`config.mk`:
```
export PLATFORM = sky130hd
export DESIGN_NAME = structure_queue
export DESIGN_NICKNAME = d
export VERILOG_FILES = /design/src/rtl/structure_queue.sv
export SDC_FILE = /design/constraint.sdc
export NUM_CORES = 1
export LEC_CHECK = 0
export BUFFER_PORTS_ARGS = -buffer_cell sky130_fd_sc_hd__buf_2
export CORE_MARGIN = 1
export CORE_UTILIZATION = 51
export CTS_CLUSTER_DIAMETER = 100
export DETAILED_ROUTE_END_ITERATION = 10
export HOLD_SLACK_MARGIN = 0.12
export PLACE_DENSITY = 0.74
export SYNTH_ARGS = -nofsm -noshare
export SYNTH_HDL_FRONTEND = slang
export SYNTH_SLANG_ARGS = --single-unit
```
`constraint.sdc`:
```
create_clock -name clk -period 5.4 [get_ports clk]
set_clock_uncertainty 0.15 [all_clocks]
set_input_delay 0.54 -clock clk [delete_from_list [all_inputs] [get_ports clk]]
set_output_delay 0.54 -clock clk [all_outputs]
set_load 0.01 [all_outputs]
```
`src/rtl/structure_queue.sv`:
```
// Circular-buffer queue of packed {a, b} records; b is offset by in_int on push,
// and out_int accumulates the a field of every popped record.
package structure_queue_pkg;
    typedef struct packed {
        logic [31:0] a;
        logic [31:0] b;
    } StructType;
endpackage

module structure_queue
    import structure_queue_pkg::*;
#(
    parameter int unsigned DEPTH = 4
) (
    input  logic                         clk,
    input  logic                         rst,
    input  logic                         in_valid,
    output logic                         in_ready,
    input  StructType                    in_struct,
    input  logic [31:0]                  in_int,
    output logic                         out_valid,
    input  logic                         out_ready,
    output StructType                    out_struct,
    output logic [31:0]                  out_int,
    output logic [$clog2(DEPTH+1)-1:0]   count
);

    localparam int unsigned PTR_W = $clog2(DEPTH);
    localparam int unsigned CNT_W = $clog2(DEPTH + 1);

    StructType        mem [DEPTH];
    logic [PTR_W-1:0] wr_ptr;
    logic [PTR_W-1:0] rd_ptr;
    logic             push;
    logic             pop;

    // Handshake qualifiers depend only on the registered count, never on out_ready.
    assign in_ready  = (count != CNT_W'(DEPTH));
    assign out_valid = (count != '0);
    assign push      = in_valid && in_ready;
    assign pop       = out_valid && out_ready;

    always_comb begin
        out_struct = '0;
        if (out_valid) begin
            out_struct = mem[rd_ptr];
        end
    end

    always_ff @(posedge clk) begin
        if (push) begin
            mem[wr_ptr] <= '{a: in_struct.a, b: in_struct.b + in_int};
        end
    end

    always_ff @(posedge clk or posedge rst) begin
        if (rst) begin
            wr_ptr  <= '0;
            rd_ptr  <= '0;
            count   <= '0;
            out_int <= '0;
        end else begin
            if (push) begin
                wr_ptr <= wr_ptr + PTR_W'(1);
            end
            if (pop) begin
                rd_ptr  <= rd_ptr + PTR_W'(1);
                out_int <= out_int + mem[rd_ptr].a;
            end
            case ({push, pop})
                2'b10:   count <= count + CNT_W'(1);
                2'b01:   count <= count - CNT_W'(1);
                default: count <= count;
            endcase
        end
    end

endmodule

```
# --- Word level (Yosys, flattened, before mapping) ---
# Memories as Yosys holds them, arrays and structs flattened.
# Index checks and enable logic that the tools add are counted.
op_classes:
  addsub: 6
  n_eq_ne: 3
  mux: 4
  n_reduce_logical: 4
op_table:
  columns: ["operator", "n"]
  rows:
  - ["$add 32x32->32", 2]
  - ["$mux 64", 1]
  - ["$pmux 3 s2", 1]
  - ["$add 2x1->2 const B", 2]
  - ["$add 3x1->3 const B", 1]
  - ["$ne 3x3->1 const B", 1]
  - ["$reduce_bool 3->1", 1]
  - ["$sub 3x1->3 const B", 1]
  - ["$eq 2x1->1 const B", 1]
  - ["$eq 2x2->1 const B", 1]
  - ["$logic_and 1x1->1", 2]
  - ["$mux 1", 2]
  - ["$reduce_bool 2->1", 1]
word_totals:
  regBits: 39
  ram_bits: 256
  in_bits: 100
  output_inout_bits: 101
  word_cells: 22
  n_memories: 1
memory_table:
  columns: ["memory", "depth", "word_bits", "read_ports", "rd_ports_with_merged_regs", "wr", "line_no", "source"]
  rows:
  - ["mem", 4, 64, 1, 0, 1, "31", "StructType mem [DEPTH];"]

# --- Longest topological paths before layout ---
logic_depth:
  ltp_word: 4
  ltp_mapped: 12
  depth_no_buf: 10

# --- Worst setup path after synthesis ---
# OpenSTA, ideal clock, no wires.
synth_timing:
  path_type: "register to register"
  start: "register rd_ptr[0]"
  end: "register out_int[26]"
  setup_ps: 131
  t_arrival_ps: 3542
  required_ps: 5119
  slack_ps: 1577
  stages_incl_launch_ff: 12
  period_less_slack_ps: 3823
  cell_sequence: "dfrtp_1 -> buf_1 -> mux4_2 -> ha_1 -> fa_1 -> a211o_1 -> a211o_1 -> a221oi_2 -> nor3_2 -> a21oi_2 -> nor4_1 -> or3_1"
synth_via:
  elab_chain_len: 2
synth_rtl:
  columns: ["element", "line_no", "source"]
  rows:
  - ["start: declaration", "33", "logic [PTR_W-1:0] rd_ptr;"]
  - ["start signal: assignment", "67", "rd_ptr <= rd_ptr + PTR_W'(1);"]
  - ["$mem_v2 4x64", null, null]
  - ["$add 32x32->32", "68", "out_int <= out_int + mem[rd_ptr].a;"]
  - ["end signal: assignment", "68", null]
  - ["end: declaration", "24", "output logic [31:0] out_int,"]
# Every way passes these cells.
# A chain may end at the register's enable or synchronous reset.

# --- Final worst setup path ---
# Same ends and word-level chain as after synthesis.

==> results.py <==
metrics = {
    "logic_synthesis": {
        "synthArstFlopShare_pct": 13.22,
        "ys_seq_area_share_pct": 58.41,
        "synth_compound_gate_area_share_pct": 10.70,
        "synth_seq_cells": 295,
        "synth_top_family_by_area": "compound AO/OA/AOI/OAI gates",
        "synth_area_leaders": "edfxtp_1 (52%), mux4_2 (9.7%), dfrtp_1 (6.6%), ha_1 (5.7%), and2_1 (3.0%)",
        "synth-edff-count": 256,
        "yosysWarnings": 0,
        "synth_top_area_share_pct": 51.83,
        "syn_area_sq_um": 14830,
        "synth_commonest_cells": "edfxtp_1 (256), nand2_1 (73), and2_1 (72)",
        "synthAdderAreaFrac_pct": 6.057,
        "yosysMostFrequentCell": "edfxtp_1",
        "synth.avg_cell_area_sq_um": 13.85,
        "yosys.area_share.simple_pct": 9.557,
        "syn_inst": 1071,
        "synth_fp_nets": 1241,
        "synth_xor_xnor_area_share_pct": 3.248,
        "yosysTopAreaCell": "edfxtp_1",
        "synth_mux_area_share_pct": 9.987,
        "ys_types": 70,
        "ys.flop_type": "edfxtp_1",
    },
    "sta": {
        "setup_viol": 0,
        "rsz0062_at_grt": "no",
        "tightest_slew_ps": 1050,
        "whs_ps": 137.6,
        "finalWorstSetupSlack_ps": 1206,
        "finalWorstPathRequiredPeriod_ps": 4194,
        "maxSlewViolCount": 0,
        "slew_headroom_pct": 30.02,
        "fmax_mhz": 238.4,
        "setup-tns-final_ps": 0,
        "post-route-period-util_pct": 77.67,
        "hold_violations": 0,
    },
    "cts": {
        "cts_sinks": 295,
        "post_cts_resized": 0,
        "clk_latency_ps": 530,
        "cts-root-buf": "clkbuf_16",
        "clk_pin_slew_ps": 60,
        "cts_made_buffers": 29,
        "cts_buffer_depth": 3,
        "cts_tree": "built",
        "htreeDepth": 1,
    },
    "setup_path": {
        "crit_required_ps": 5650,
        "critPathBufInv": 0,
        "r2r-start": "rd_ptr[0]",
        "critical-path-top-delay-family": "compound AO/OA/AOI/OAI gates",
        "crit_path_top_delay_cell": "dfrtp_4",
        "critical_path_arrival_ps": 4450,
        "reg2reg_slack_ps": 1210,
        "worst_setup_path_start_kind": "flop",
        "r2r_end": "out_int[26]",
        "worst_setup_path_end_kind": "flop",
        "timing.critical_path.mode_cell": "a211o_1",
        "cp_max_fo": 24,
        "slowest_delay_ps": 780,
        "reg2regPathDepth": 10,
        "path_cells": "mux4_2, ha_1, fa_1, a211o_1, a211o_1, a221oi_2, nor3_2, a21oi_2, nor4_1, or3_1",
        "critPathKind": "flop to flop",
    },
    "floorplan": {
        "rows": 62,
        "die_h_um": 172.5,
        "core_area_sq_um": 28630,
        "die_w_um": 172.5,
        "die-area_sq_um": 29770,
        "num_io_pins": 201,
        "start_util_pct": 51.82,
    },
    "finish": {
        "drive_gt1_share_pct": 25.80,
        "syn2layout_area_growth_pct": 18.10,
        "final_core_util_pct": 61.20,
        "finalInstanceArea_sq_um": 17520,
        "layoutNonFillerInstCount": 1696,
        "num-nets-final": 1458,
    },
    "hold_path": {
        "hold_path_end": "mem[2][49]",
        "whs_path_depth": 1,
        "min_path_type": "input port to flop",
        "worstHoldStart": "in_struct[49]",
    },
    "route": {
        "drtPass1Iterations": 5,
        "vias_per_cell": 5.705,
        "drtAntennaViolNets": 0,
        "wl_per_cell_um": 19.28,
        "drc": 0,
        "wirelength_um": 32700,
        "drt_iter0_drc": 675,
        "dr_total_vias": 9675,
    },
    "place": {
        "place_area_sq_um": 16200,
        "place_congestion": 0.8908,
        "dp_cells": 1609,
        "place_ws_ps": 1211,
        "portBuffers": 200,
        "dpl.hpwl_um": 22110,
    },
    "pwr": {
        "leakagePower_nw": 6.652,
        "peakVddDrop_mv": 0.2775,
        "design_power_total_mw": 10.95,
        "p_per_area_nw_per_um2": 625.3,
    },
    "global_route": {
        "grt_pass1_vias": 9826,
        "grt_max_degree": 66,
        "antenna_found_initial": 2,
        "grt-ovfl-total": 0,
        "grt_util_all_layers_pct": 22.04,
        "grt_pass1_wl_um": 52130,
    },
    "status": {
        "outcome": "complete, no violations",
    },
    "job": {
        "maxCapViolations": 0,
    },
}
area by class of cell:
class,count,area [sq um]
fillers,2228,11110
repair buffers,238,1391
clock buffers,37,805.8
clock inverters,16,186.4
well taps,384,480.5
diodes,2,5.005
flip-flops and latches,295,8668
multi-input cells,700,5891
inverters,24,90.09
flip-flops by register name, summed over array words and instances, names as in the netlist:
register / count
wr_ptr: 2
rd_ptr: 2
mem: 256
out_int: 32
count: 3
worst max-delay path by stage:
stage                     startpoint           to  slack (ps)  cells past startpoint
after CTS                  rd_ptr[0]  out_int[31]        1190                     10
after floorplan            rd_ptr[0]  out_int[26]        1580                     11
after global routing       rd_ptr[0]  out_int[31]         890                     10
after detailed placement   rd_ptr[0]  out_int[31]        1210                     10
after global placement     rd_ptr[0]  out_int[26]        1310                     10
final                      rd_ptr[0]  out_int[26]        1210                     10
power breakdown:
part / switching (mW) / leakage [nW] / internal, mW
clock: 0.818 / 0.482 / 1.24
sequential: 0.304 / 2.81 / 3.15
combinational: 3.14 / 3.36 / 2.30
total: 4.26 / 6.65 / 6.69
kinds of logic after synthesis:
logic type / after synthesis
simple gates: 268
buf+inv: 76
xor+xnor: 55
compound gates: 239
mux: 68
flops: 295
fa+ha+maj: 70
layer usage:
metal,up-vias,wire [um],track usage (%),share of wire [%]
met5,-,0,0,0
met4,0,549,4.725,1.7
met3,40,1805,3.408,5.5
met2,288,16080,37.42,49
met1,4736,14260,30.15,44
li1,4611,-,-,-
timing repair:
action,CTS,global route
hold buffers,32,0
setup buffers,0,0
hold endpoints to repair,163,0
endpoints found under the setup margin,0,0
cell usage in the layout (no fill, tap or decap), types with 5 or more instances in the layout:
cell type / instances
o211ai_1: 5
a31oi_1: 8
o21ai_0: 61
xnor2_1: 32
nand3_1: 24
mux4_2: 64
dlygate4sd3_1: 32
o21bai_1: 8
inv_1: 24
and2_1: 72
a211oi_1: 13
clkbuf_16: 29
clkinv_1: 5
buf_2: 200
dfrtp_1: 37
ha_1: 67
xor2_1: 23
o31ai_1: 8
and3_1: 6
nor2_1: 32
clkbuf_8: 5
edfxtp_1: 256
a21o_1: 23
o21a_1: 6
nand2_1: 72
a21oi_1: 63
nor3_1: 13
nand4_1: 14
and4_1: 6
No activity file was read; power rests on OpenSTA's default activity.
